## src/rtl/result_bcd_converter_if.sv

```systemverilog
// Result/BCD stream bundle: ALU result in, packed BCD digits out.
// slave = converter side, master = producer/consumer side.
interface result_bcd_converter_if #(
    parameter int DATA_WIDTH = 16,
    parameter int NUM_DIGITS = 5
);
    logic [DATA_WIDTH-1:0]   i_result;
    logic                    i_error;
    logic                    i_signed;
    logic                    i_valid;
    logic                    o_ready;
    logic [4*NUM_DIGITS-1:0] o_bcd;
    logic                    o_negative;
    logic                    o_error;
    logic                    o_valid;
    logic                    i_ready;

    modport slave (
        input  i_result,
        input  i_error,
        input  i_signed,
        input  i_valid,
        output o_ready,
        output o_bcd,
        output o_negative,
        output o_error,
        output o_valid,
        input  i_ready
    );

    modport master (
        output i_result,
        output i_error,
        output i_signed,
        output i_valid,
        input  o_ready,
        input  o_bcd,
        input  o_negative,
        input  o_error,
        input  o_valid,
        output i_ready
    );
endinterface

```

## src/rtl/result_bcd_converter.sv

```systemverilog
// Sequential double-dabble converter: ALU result -> sign + packed BCD.
// Optional leading-zero blanking with RESULT_BCD_BLANK_EN.
module result_bcd_converter #(
    parameter int DATA_WIDTH = 16,
    parameter int NUM_DIGITS = 5
) (
    input  logic                   clk,
    input  logic                   rst_n,
    result_bcd_converter_if.slave  bus
);

    localparam int BCD_W = 4 * NUM_DIGITS;
    localparam int CNT_W = (DATA_WIDTH > 1) ? $clog2(DATA_WIDTH) : 1;
    localparam logic [CNT_W-1:0] CNT_LOAD = CNT_W'(DATA_WIDTH - 1);

`ifdef RESULT_BCD_BLANK_EN
    localparam logic [BCD_W-1:0] ERR_BCD = '1;
`else
    localparam logic [BCD_W-1:0] ERR_BCD = '0;
`endif

    typedef enum logic [1:0] {
        IDLE    = 2'd0,
        CONVERT = 2'd1,
        OUTPUT  = 2'd2
    } state_t;

    state_t                state_q;
    logic [DATA_WIDTH-1:0] shift_q;
    logic [BCD_W-1:0]      acc_q;
    logic [CNT_W-1:0]      cnt_q;
    logic                  neg_q;
    logic [BCD_W-1:0]      bcd_q;
    logic                  out_neg_q;
    logic                  out_err_q;

    logic                  in_neg;
    logic [DATA_WIDTH-1:0] in_mag;
    logic [BCD_W-1:0]      acc_adj;
    logic [BCD_W+DATA_WIDTH-1:0] shifted;
    logic [BCD_W-1:0]      acc_next;
    logic [DATA_WIDTH-1:0] shift_next;
    logic [BCD_W-1:0]      bcd_fmt;
`ifdef RESULT_BCD_BLANK_EN
    logic                  lead;
`endif

    assign in_neg = bus.i_signed & bus.i_result[DATA_WIDTH-1];
    assign in_mag = in_neg ? (~bus.i_result + DATA_WIDTH'(1))
                           : bus.i_result;

    // Add 3 to every digit that would overflow past 9 after the shift
    always_comb begin
        acc_adj = acc_q;
        for (int i = 0; i < NUM_DIGITS; i++) begin
            if (acc_q[4*i +: 4] >= 4'd5)
                acc_adj[4*i +: 4] = acc_q[4*i +: 4] + 4'd3;
        end
    end

    assign shifted    = {acc_adj, shift_q} << 1;
    assign acc_next   = shifted[BCD_W+DATA_WIDTH-1:DATA_WIDTH];
    assign shift_next = shifted[DATA_WIDTH-1:0];

    // Final digit formatting: optional blanking of leading zeros
    always_comb begin
        bcd_fmt = acc_next;
`ifdef RESULT_BCD_BLANK_EN
        lead = 1'b1;
        for (int i = NUM_DIGITS - 1; i > 0; i--) begin
            if (lead && acc_next[4*i +: 4] == 4'd0)
                bcd_fmt[4*i +: 4] = 4'hF;
            else
                lead = 1'b0;
        end
`endif
    end

    // Control FSM, datapath registers and registered outputs
    always_ff @(posedge clk or negedge rst_n) begin
        if (!rst_n) begin
            state_q   <= IDLE;
            shift_q   <= '0;
            acc_q     <= '0;
            cnt_q     <= '0;
            neg_q     <= 1'b0;
            bcd_q     <= '0;
            out_neg_q <= 1'b0;
            out_err_q <= 1'b0;
        end else begin
            case (state_q)
                IDLE: begin
                    if (bus.i_valid) begin
                        acc_q <= '0;
                        if (bus.i_error) begin
                            neg_q     <= 1'b0;
                            bcd_q     <= ERR_BCD;
                            out_neg_q <= 1'b0;
                            out_err_q <= 1'b1;
                            state_q   <= OUTPUT;
                        end else begin
                            shift_q <= in_mag;
                            neg_q   <= in_neg;
                            cnt_q   <= CNT_LOAD;
                            state_q <= CONVERT;
                        end
                    end
                end
                CONVERT: begin
                    acc_q   <= acc_next;
                    shift_q <= shift_next;
                    cnt_q   <= cnt_q - 1'b1;
                    if (cnt_q == '0) begin
                        bcd_q     <= bcd_fmt;
                        out_neg_q <= neg_q;
                        out_err_q <= 1'b0;
                        state_q   <= OUTPUT;
                    end
                end
                OUTPUT: begin
                    if (bus.i_ready)
                        state_q <= IDLE;
                end
                default: begin
                    state_q <= IDLE;
                end
            endcase
        end
    end

    assign bus.o_ready    = (state_q == IDLE);
    assign bus.o_valid    = (state_q == OUTPUT);
    assign bus.o_bcd      = bcd_q;
    assign bus.o_negative = out_neg_q;
    assign bus.o_error    = out_err_q;

endmodule

```

## src/flat_wrapper.sv

```systemverilog
// flat-port wrapper written by rule: the top's interface ports become plain ports
module result_bcd_converter_flat 
#(
    parameter int DATA_WIDTH = 16,
    parameter int NUM_DIGITS = 5
)
  (clk, rst_n, bus_i_result, bus_i_error, bus_i_signed, bus_i_valid, bus_o_ready, bus_o_bcd, bus_o_negative, bus_o_error, bus_o_valid, bus_i_ready);
  result_bcd_converter_if #(.DATA_WIDTH(DATA_WIDTH), .NUM_DIGITS(NUM_DIGITS)) bus_i ();
  input  logic clk;
  input  logic rst_n;
  input wire logic [$bits(bus_i.i_result)-1:0] bus_i_result;
  input wire logic [$bits(bus_i.i_error)-1:0] bus_i_error;
  input wire logic [$bits(bus_i.i_signed)-1:0] bus_i_signed;
  input wire logic [$bits(bus_i.i_valid)-1:0] bus_i_valid;
  output wire logic [$bits(bus_i.o_ready)-1:0] bus_o_ready;
  output wire logic [$bits(bus_i.o_bcd)-1:0] bus_o_bcd;
  output wire logic [$bits(bus_i.o_negative)-1:0] bus_o_negative;
  output wire logic [$bits(bus_i.o_error)-1:0] bus_o_error;
  output wire logic [$bits(bus_i.o_valid)-1:0] bus_o_valid;
  input wire logic [$bits(bus_i.i_ready)-1:0] bus_i_ready;
  assign bus_i.i_result = bus_i_result;
  assign bus_i.i_error = bus_i_error;
  assign bus_i.i_signed = bus_i_signed;
  assign bus_i.i_valid = bus_i_valid;
  assign bus_o_ready = bus_i.o_ready;
  assign bus_o_bcd = bus_i.o_bcd;
  assign bus_o_negative = bus_i.o_negative;
  assign bus_o_error = bus_i.o_error;
  assign bus_o_valid = bus_i.o_valid;
  assign bus_i.i_ready = bus_i_ready;
  result_bcd_converter #(.DATA_WIDTH(DATA_WIDTH), .NUM_DIGITS(NUM_DIGITS)) u_core (.clk(clk), .rst_n(rst_n), .bus(bus_i));
endmodule
```

## config.mk

```make
export PLATFORM = sky130hd
export DESIGN_NAME = result_bcd_converter_flat
export DESIGN_NICKNAME = d
export VERILOG_FILES = /design/src/rtl/result_bcd_converter_if.sv /design/src/rtl/result_bcd_converter.sv /design/src/flat_wrapper.sv
export SDC_FILE = /design/constraint.sdc
export NUM_CORES = 1
export LEC_CHECK = 0
export ABC_CLOCK_PERIOD_IN_PS = 4800
export BUFFER_PORTS_ARGS = -buffer_cell sky130_fd_sc_hd__buf_2
export CAP_MARGIN = 40
export CORE_ASPECT_RATIO = 2
export CORE_UTILIZATION = 62
export DETAILED_ROUTE_END_ITERATION = 16
export GPL_ROUTABILITY_DRIVEN = 0
export PLACE_DENSITY = 0.91
export SLEW_MARGIN = 0
export SYNTH_ARGS = -nofsm -noshare
export SYNTH_HDL_FRONTEND = slang
export SYNTH_SLANG_ARGS = --single-unit
```

## constraint.sdc

```tcl
create_clock -name clk -period 4.8 [get_ports clk]
set_input_delay 0.72 -clock clk [delete_from_list [all_inputs] [get_ports clk]]
set_output_delay 0.72 -clock clk [all_outputs]
set_load 0.005 [all_outputs]
```

==> impl_metrics.json <==
{
  "outcome": "finished, final reports clean",
  "routedLengthMet1_um": 2759,
  "max_slew.worst_pin.slew_ns": 0.8026,
  "total_switching_power_mw": 0.9381,
  "timing.critical_path.slowest_cell_delay_ns": 0.51,
  "grtUsageTotal_pct": 28.23,
  "ctsHoldBuffers": 0,
  "design.final.nets": 443,
  "register_clock_pin_slew_on_the_reported_worst_setup_and_hold_paths_ns": 0.07,
  "synth.cell_area_mm2": 0.003382,
  "viasPerCell": 5.877,
  "layout_commonest_cell": "dfrtp_1",
  "buffer_ports.inserted": 45,
  "initialDrtViolationCount": 68,
  "largest_family_of_logic_cells_by_synthesized_area": "compound AO/OA/AOI/OAI gates",
  "dpl-instance-area_mm2": 0.003664,
  "fp.dieW_um": 54.23,
  "worst-path-max-fanout": 19,
  "cts-htree-levels": 3,
  "crit_path_top_delay_cell": "a21o_1",
  "worstHoldPathType": "reg -> reg",
  "final-setup-viol-count": 0,
  "max_slew_margin_pct": 46.50,
  "layout.cells.most_common_list": "65 x dfrtp_1, 56 x nand2_1, 45 x buf_2",
  "synth-seq-cells": 65,
  "cp_num_buf_inv": 2,
  "power_report.internal_total_mw": 1.516,
  "ys_seq_area_share_pct": 48.09,
  "leakagePower_nw": 1.933,
  "clock_tree_from_tritoncts": "built",
  "grt_max_degree": 66,
  "worst_ep_arrival_time_ns": 2.34,
  "antenna_cells_inserted": 0,
  "synth_area_leader_cell": "dfrtp_1",
  "slew_violations": 0,
  "final_cell_area_mm2": 0.003892,
  "wire_per_inst_um": 14.71,
  "final_clock_period_utilization_by_the_worst_path_pct": 43.70,
  "via_count_of_the_first_global_routing_pass": 2714,
  "whs_ns": 0.4732,
  "cts_post_setup_buffers_inserted": 0,
  "synth_simple_gate_area_share_pct": 16.02,
  "rsz0062_at_grt": "false",
  "final_layout_size_suffix_gt1_share_pct": 19.57,
  "area_growth_syn_to_layout_pct": 15.09,
  "critPathCaptureType": "flip-flop",
  "drt_drc_violations_left": 0,
  "highest-signal-layer": "met4",
  "count_of_mapped_cells_out_of_synthesis": 364,
  "post-synth-top-area-fraction_pct": 48.09,
  "wire_length_on_met2_um": 3771,
  "die_area_mm2": 0.005772,
  "report.final.hold_viol_count": 0,
  "power.switching_fraction_pct": 38.22,
  "yosys-mux-area-fraction_pct": 2.664,
  "crit_path_start_kind": "flip-flop",
  "cp_data_required_time_ns": 5.04,
  "overflow": 0,
  "finalPower_mw": 2.455,
  "setup_total_negative_slack_ns": 0,
  "io-pin-count": 46,
  "final_worst_path_period_need_ns": 2.098,
  "detailedRoute.firstPassIterationCount": 4,
  "sequentialPowerShare_pct": 38.8,
  "antenna_violations_before_repair": 0,
  "max_cap_check_violation_count": 0,
  "postRouteAntennaNets": 0,
  "buffer_depth_of_the_longest_clock_path": 2,
  "synth-compound-area-share_pct": 18.98,
  "adder_cell_fraction_of_synth_area_pct": 4.440,
  "synth_top_cells_by_area": "dfrtp_1 48%, o21ai_0 6.4%, nand2_1 6.2%",
  "die_height_um": 106.5,
  "ys_types": 36,
  "cts-buffers-inserted": 9,
  "path_cells": "inv_1 -> ha_1 -> nand3_1 -> a21o_1 -> buf_4 -> mux2_2",
  "power.density_cell_area_mw_per_mm2": 630.6,
  "vdd.ir_drop.worst_mv": 0.4965,
  "hpwlAfterDp_um": 4913,
  "timing.fmax_mhz": 476.7,
  "floorplan.initialDensity_pct": 65.23,
  "grt_first_pass_wirelength_um": 11780,
  "cts.root.buffer_cell": "clkbuf_8",
  "fp.coreArea_mm2": 0.005185,
  "route.final.wire_length_um": 6944,
  "syn_area_per_cell_um2": 9.291,
  "routed-via-count": 2774,
  "rows": 37,
  "wl_met3_um": 245,
  "insertion_delay_ns": 0.35,
  "syn_nets": 398,
  "critical_path_class": "reg -> reg",
  "synth-warning-count": 0,
  "path_delay_family": "compound AO/OA/AOI/OAI gates",
  "clkPwrFrac_pct": 21.5,
  "fin_skew_ns": 0.01126,
  "synth_xor_xnor_area_share_pct": 5.697,
  "cts.repair.resized": 0,
  "comb_power_share_pct": 39.7,
  "num_clock_sinks": 65
}
-- metrics by stage --
step / std cells / setup slack (ns) / util, %
finish: 472 / 2.702 / 75.07
CTS: 472 / 2.685 / 75.07
floorplan: 364 / 2.937 / -
global placement: 455 / 2.597 / 70.37
global route: 472 / 2.558 / 75.07
detailed placement: 456 / 2.538 / 70.66
-- synthesized netlist by cell type (all sizes together) --
master  number
a21oi       16
xnor2       13
and3         3
mux2         8
buf          7
nor3b        1
or4          1
dfrtp       65
o31ai        7
a22o         1
a22oi        7
clkbuf      10
xor2         9
nor2        22
a31oi        3
nor2b        6
a21o        10
nor3        14
o22ai        1
o21bai       2
a21boi       4
nand2b       8
nand2       56
nand3        3
inv         18
nor4         1
a221o        1
nand3b       3
ha          12
a41oi        2
a211oi       6
o21ba        1
o21ai       43
-- sequential cells by signal (all words and copies together), names as in the netlist --
signal / count
u_core.neg_q: 1
u_core.bus.o_negative: 1
u_core.bus.o_bcd: 20
u_core.acc_q: 20
u_core.cnt_q: 4
u_core.bus.o_error: 1
u_core.shift_q: 16
u_core.state_q: 2
-- metal layers --
layer / GRT usage [%] / up-vias
met5: 0 / -
met4: 12.09 / 0
met3: 7.153 / 13
met2: 48.52 / 82
met1: 30.91 / 1337
li1: - / 1342
-- logic make-up (layout without fill, tap and decap cells) --
| group | count (synthesis) | count (layout) |
|---|---|---|
| muxes | 8 | 8 |
| xor gates and xnor gates | 22 | 22 |
| adders and majority gates | 12 | 12 |
| and+or+nand+nor | 118 | 118 |
| DFF | 65 | 65 |
| AOI/OAI and AO/OA | 104 | 104 |
| buffers and inverters | 35 | 85 |
-- worst reg2reg max path, delay by kind of cell (launching register included) --
family	cells	cell delay (ns)
DFF	1	0.39
muxes	1	0.36
buffers and inverters	2	0.40
adders and majority gates	1	0.23
AOI/OAI and AO/OA	1	0.51
and+or+nand+nor	1	0.09
-- area by class of cell --
class | instances | area (um^2)
flip-flops and latches | 65 | 1627
repair buffers | 51 | 277.8
well taps | 58 | 72.57
clock buffers | 11 | 151.4
multi-input cells | 264 | 1619
inverters | 18 | 67.56
fillers | 374 | 1292
clock inverters | 5 | 77.57
-- power by group through the flow --
stage               combinational [mW]  clock, mW  sequential (mW)
finish                           0.975      0.527            0.953
global route                      1.11      0.559            0.982
CTS                              0.983      0.536            0.949
detailed placement               0.975          0            0.955
global placement                 0.912          0            0.942
floorplan                        0.706          0            0.917
-- worst paths after layout --
kind,startpoint,end,slack [ns],cells past startpoint
max,u_core.cnt_q[0],u_core.bus.o_bcd[2],2.70,6
min,u_core.bus.o_bcd[3],u_core.bus.o_bcd[3],0.47,2
max reg2reg,u_core.cnt_q[0],u_core.bus.o_bcd[2],2.70,6
min reg2reg,u_core.bus.o_bcd[3],u_core.bus.o_bcd[3],0.47,2
max in group asynchronous,rst_n,u_core.shift_q[14],3.73,2
min in group asynchronous,rst_n,u_core.bus.o_bcd[10],0.52,2
(Power assumes the default switching activity.)
